File: src/rtl/addsub_nibble_sequencer_if.sv
// Request/response bundle for addsub_nibble_sequencer.
// The ovf signal exists only when ADDSUB_OVF_EN is defined.
interface addsub_nibble_sequencer_if #(
    parameter int WIDTH = 16
);
    logic             in_valid;
    logic             in_ready;
    logic [WIDTH-1:0] a;
    logic [WIDTH-1:0] b;
    logic             mode;
    logic             out_valid;
    logic             out_ready;
    logic [WIDTH-1:0] result;
    logic             cout;
`ifdef ADDSUB_OVF_EN
    logic             ovf;
`endif

    // master: requester and consumer side; slave: the sequencer itself
    modport master (
        output in_valid, a, b, mode, out_ready,
        input  in_ready, out_valid, result, cout
`ifdef ADDSUB_OVF_EN
        , input ovf
`endif
    );

    modport slave (
        input  in_valid, a, b, mode, out_ready,
        output in_ready, out_valid, result, cout
`ifdef ADDSUB_OVF_EN
        , output ovf
`endif
    );
endinterface

File: src/rtl/addsub_nibble_sequencer.sv
// Serial add/subtract: one 4-bit slice per clock, LSB nibble first, carry chained across cycles.
// Optional signed-overflow output is enabled with ADDSUB_OVF_EN.
module addsub_nibble_sequencer #(
    parameter int WIDTH = 16
) (
    input logic                       clk,
    input logic                       rst_n,
    addsub_nibble_sequencer_if.slave  bus
);
    localparam int NSLICE = WIDTH / 4;
    localparam int IDX_W  = (NSLICE > 1) ? $clog2(NSLICE) : 1;

    typedef enum logic [1:0] {IDLE, RUN, DONE} state_t;

    state_t           state;
    logic [WIDTH-1:0] a_q;
    logic [WIDTH-1:0] b_q;
    logic             mode_q;
    logic [IDX_W-1:0] idx;
    logic             carry;
    logic [WIDTH-1:0] result_q;
    logic             cout_q;
    logic             out_valid_q;
    logic             in_ready_q;
`ifdef ADDSUB_OVF_EN
    logic             ovf_q;
`endif

    logic [3:0] a_nib;
    logic [3:0] b_nib;
    logic [4:0] sum;
    logic       last;

    // Subtract is a + ~b + 1: the +1 comes from the carry seeded at accept.
    always_comb begin
        a_nib = a_q[idx*4 +: 4];
        b_nib = mode_q ? b_q[idx*4 +: 4] : ~b_q[idx*4 +: 4];
        sum   = {1'b0, a_nib} + {1'b0, b_nib} + {4'b0, carry};
        last  = (idx == IDX_W'(NSLICE - 1));
    end

    // NOTE: all state is registered with non-blocking assignments under an
    // asynchronous reset so an abort clears outputs without waiting for a clock.
    always_ff @(posedge clk or negedge rst_n) begin
        if (!rst_n) begin
            state       <= IDLE;
            a_q         <= '0;
            b_q         <= '0;
            mode_q      <= 1'b0;
            idx         <= '0;
            carry       <= 1'b0;
            result_q    <= '0;
            cout_q      <= 1'b0;
            out_valid_q <= 1'b0;
            in_ready_q  <= 1'b1;
`ifdef ADDSUB_OVF_EN
            ovf_q       <= 1'b0;
`endif
        end else begin
            case (state)
                IDLE: begin
                    if (bus.in_valid) begin
                        a_q        <= bus.a;
                        b_q        <= bus.b;
                        mode_q     <= bus.mode;
                        idx        <= '0;
                        carry      <= ~bus.mode;
                        in_ready_q <= 1'b0;
                        state      <= RUN;
                    end
                end
                RUN: begin
                    result_q[idx*4 +: 4] <= sum[3:0];
                    carry                <= sum[4];
                    if (last) begin
                        idx         <= '0;
                        cout_q      <= mode_q ? sum[4] : ~sum[4];
                        out_valid_q <= 1'b1;
                        state       <= DONE;
`ifdef ADDSUB_OVF_EN
                        // sum[3] is the MSB of the final result.
                        ovf_q <= (mode_q ? (a_q[WIDTH-1] == b_q[WIDTH-1])
                                         : (a_q[WIDTH-1] != b_q[WIDTH-1]))
                                 && (sum[3] != a_q[WIDTH-1]);
`endif
                    end else begin
                        idx <= idx + IDX_W'(1);
                    end
                end
                DONE: begin
                    if (bus.out_ready) begin
                        out_valid_q <= 1'b0;
                        in_ready_q  <= 1'b1;
                        state       <= IDLE;
                    end
                end
                default: state <= IDLE;
            endcase
        end
    end

    assign bus.in_ready  = in_ready_q;
    assign bus.out_valid = out_valid_q;
    assign bus.result    = result_q;
    assign bus.cout      = cout_q;
`ifdef ADDSUB_OVF_EN
    assign bus.ovf       = ovf_q;
`endif
endmodule

File: src/flat_wrapper.sv
// flat-port wrapper written by rule: the top's interface ports become plain ports
module addsub_nibble_sequencer_flat 
#(
    parameter int WIDTH = 16
)
  (clk, rst_n, bus_in_valid, bus_a, bus_b, bus_mode, bus_out_ready, bus_in_ready, bus_out_valid, bus_result, bus_cout);
  addsub_nibble_sequencer_if #(.WIDTH(WIDTH)) bus_i ();
  input logic clk;
  input logic rst_n;
  input wire logic [$bits(bus_i.in_valid)-1:0] bus_in_valid;
  input wire logic [$bits(bus_i.a)-1:0] bus_a;
  input wire logic [$bits(bus_i.b)-1:0] bus_b;
  input wire logic [$bits(bus_i.mode)-1:0] bus_mode;
  input wire logic [$bits(bus_i.out_ready)-1:0] bus_out_ready;
  output wire logic [$bits(bus_i.in_ready)-1:0] bus_in_ready;
  output wire logic [$bits(bus_i.out_valid)-1:0] bus_out_valid;
  output wire logic [$bits(bus_i.result)-1:0] bus_result;
  output wire logic [$bits(bus_i.cout)-1:0] bus_cout;
  assign bus_i.in_valid = bus_in_valid;
  assign bus_i.a = bus_a;
  assign bus_i.b = bus_b;
  assign bus_i.mode = bus_mode;
  assign bus_i.out_ready = bus_out_ready;
  assign bus_in_ready = bus_i.in_ready;
  assign bus_out_valid = bus_i.out_valid;
  assign bus_result = bus_i.result;
  assign bus_cout = bus_i.cout;
  addsub_nibble_sequencer #(.WIDTH(WIDTH)) u_core (.clk(clk), .rst_n(rst_n), .bus(bus_i));
endmodule
File: config.mk
export PLATFORM = sky130hd
export DESIGN_NAME = addsub_nibble_sequencer_flat
export DESIGN_NICKNAME = d
export VERILOG_FILES = /design/src/rtl/addsub_nibble_sequencer_if.sv /design/src/rtl/addsub_nibble_sequencer.sv /design/src/flat_wrapper.sv
export SDC_FILE = /design/constraint.sdc
export NUM_CORES = 1
export LEC_CHECK = 0
export BUFFER_PORTS_ARGS = -buffer_cell sky130_fd_sc_hd__buf_2
export CAP_MARGIN = 20
export CORE_MARGIN = 8
export CORE_UTILIZATION = 35
export CTS_BUF_LIST = sky130_fd_sc_hd__clkbuf_16
export CTS_CLUSTER_SIZE = 25
export DETAILED_ROUTE_END_ITERATION = 10
export GPL_TIMING_DRIVEN = 0
export PLACE_DENSITY = 0.63
export SYNTH_ARGS = -nofsm -noshare
export SYNTH_HDL_FRONTEND = slang
export SYNTH_SLANG_ARGS = --single-unit
File: constraint.sdc
create_clock -name clk -period 3.55 [get_ports clk]
set_input_delay 0.71 -clock clk [delete_from_list [all_inputs] [get_ports clk]]
set_output_delay 0.71 -clock clk [all_outputs]
set_load 0.02 [all_outputs]
==> out/qor.yml <==
crit_chain: "clkbuf_1 -> mux4_2 -> xor2_1 -> fa_1 -> inv_1 -> fa_1 -> a21o_1 -> a21oi_1 -> xnor2_1 -> o21ai_0"
crit_path_start: "u_core.idx[1]"
synthTopCellsByCount: "nand2_1, dfrtp_1, ha_1, a22o_1, o21ai_0"
grt_pass1_wl_mm: 10.7
yosysTopAreaCellShare_pct: 52.2
synthesis.area_mm2: 0.00269
critical_path.top_delay_family: "adder cells"
grt_pass1_vias: 2240
dr.pass1.iters: 4
clk_latency_ns: 0.32
ys_ff_latch: 57
cts_tree: "yes"
numPortBuffers: 55
clock_path_buffers: 2
fp.dieH_um: 104
hold_viol: 0
routed_wirelength_mm: 6.12
drt_iter0_markers: 66
clk_pin_slew_worst_paths_ns: 0.05
cts_setup_buffers: 0
yosys.cell_count.top_type: "nand2_1"
tightest_slew_ns: 0.600
cp_data_required_time_ns: 3.75
hpwl_mm: 4.57
cts_root_buffer: "clkbuf_16"
final_max_slew_viol_count: 0
vias: 2043
r2r_setup_slack_ns: 0.64
grt_use_met2_pct: 20.3
r2r_end: "u_core.bus.cout"
diodes: 0
grt_max_degree: 33
finClkSkew_ns: 0.00471
crit_fanout: 9
dieArea_mm2: 0.0107
synth_fp_nets: 318
antenna_found_initial: 0
p_leak_uw: 0.00178
reg2reg_depth: 10
drive_above_1_share_pct: 25.5
worstSetupPathType: "flip-flop to flip-flop"
cp-endpoint: "u_core.bus.cout"
fin_crit_sh_pct: 81.9
cts_buffers: 9
top_usage_layer: "met2"
gp_congestion: 0.738
cts_hold_buffers: 0
synth.distinct_cells: 34
drc: 0
rr_startpoint: "u_core.idx[1]"
met1_usage_pct: 14.1
end_kind: "flip-flop"
die_x_um: 104
powerDensity_mw_per_mm2: 1070
syn2layout_area_growth_pct: 25.0
syn-instance-count: 270
synth_edf_count: 0
startpoint_type: "flip-flop"
coreArea_mm2: 0.00757
clock-sinks: 57
rsz0062_at_grt: "false"
hold_class: "input port to async pin"
status: "finished clean"
power_uw: 3600
vias_per_cell: 4.61
met3_usage_pct: 4.52
synth.top_cells.by_area: "dfrtp_1, nand2_1, mux4_2"
cpMostUsedCell: "fa_1"
critPathBufInv: 2
relSlewSlack_pct: 60.0
cts.repair.resized: 0
path_depth: 10
start_util_pct: 35.5
gr-total-overflow: 0
irDropWorstVdd_uv: 558
clock.fmax_mhz: 344
rows: 32
synth.largest_area_cell: "dfrtp_1"
wl_per_cell_um: 13.8
crit_path_top_delay_cell: "clkbuf_1"
drv_cap: 0
avgSynthCellArea_um2: 9.95
cts_max_level: 3
crit_arrival_ns: 3.11
nNetsFinal: 385
final.setup.tns_ns: 0
setup_viol: 0
synth-main-ff-cell: "dfrtp_1"
yosysSeqAreaShare_pct: 53.1
io_pins: 56
postRouteAntennaNets: 0
period_needed_ns: 2.91
critPathMaxStageDelay_ns: 0.44
ys.warnings.count: 0
postSynth.asyncResetShare_pct: 100
grt_use_total_pct: 12.5
area by class of cell:
class / instances / area (µm²)
Buffer: 11 / 63.8
Clock buffer: 9 / 225
Clock inverter: 6 / 22.5
Fill cell: 749 / 4210
Inverter: 7 / 26.3
Multi-Input combinational cell: 195 / 1170
Sequential cell: 57 / 1430
Tap cell: 102 / 128
Timing Repair Buffer: 56 / 295
through the flow:
step	worst slack, ns	cells	cell area (µm²)	hold WS, ns	util (%)
4_1_cts	0.607	443	3360	0.403	44.4
2_1_floorplan	0.975	270	2690	0.414	-
3_3_place_gp	0.638	427	3090	0.450	40.8
5_1_grt	0.407	443	3360	0.446	44.4
6_report	0.644	443	3360	0.395	44.4
3_5_place_dp	0.625	428	3110	0.456	41.1
cells by family (layout without fill, tap and decap cells):
group                      Yosys count  after routing  share of synthesized area [%]
and+or+nand+nor                    140            140                           21.3
DFF                                 57             57                           53.1
AOI/OAI and AO/OA                   29             29                           7.22
buffers and inverters               18             89                           3.35
adders and majority gates           11             11                           5.68
muxes                                8              8                           6.99
xor gates and xnor gates             7              7                           2.28
worst min-delay path by stage:
stage | cells past startpoint | from | to
2_1_floorplan | 0 | rst_n | u_core.a_q[0]
5_1_grt | 1 | rst_n | u_core.bus.result[12]
4_1_cts | 1 | rst_n | u_core.bus.result[4]
3_3_place_gp | 2 | u_core.b_q[9] | u_core.b_q[9]
3_5_place_dp | 2 | u_core.b_q[9] | u_core.b_q[9]
6_report | 1 | rst_n | u_core.bus.result[4]
sequential cells by signal, summed over array words and instances, names as in the netlist:
register              count
u_core.bus.cout           1
u_core.idx                2
u_core.b_q               16
u_core.state              2
u_core.mode_q             1
u_core.bus.in_ready       1
u_core.bus.out_valid      1
u_core.carry              1
u_core.a_q               16
u_core.bus.result        16
cells in the final DEF (no fill, tap or decap), drive strengths merged, types with 4 or more instances in the layout:
cell type,netlist,final
nand2,117,117
a22o,8,8
nand2b,4,4
a21oi,5,5
clkbuf,3,12
dfrtp,56,56
o21ai,12,12
buf,8,64
inv,7,12
nand3,4,4
mux4,8,8
nor2,7,7
xnor2,5,5
ha,9,9
layer usage:
layer / part of all wire, % / vias up
met3: 5.9 / 11
met2: 49 / 46
met5: 0 / -
met1: 43 / 971
li1: - / 1015
met4: 2.4 / 0
report_power, final:
part           total (µW)  internal (µW)  switching, µW
Sequential           1070            920            152
Clock                 709            449            259
Combinational        1820            724           1100
(Power assumes the default switching activity.)
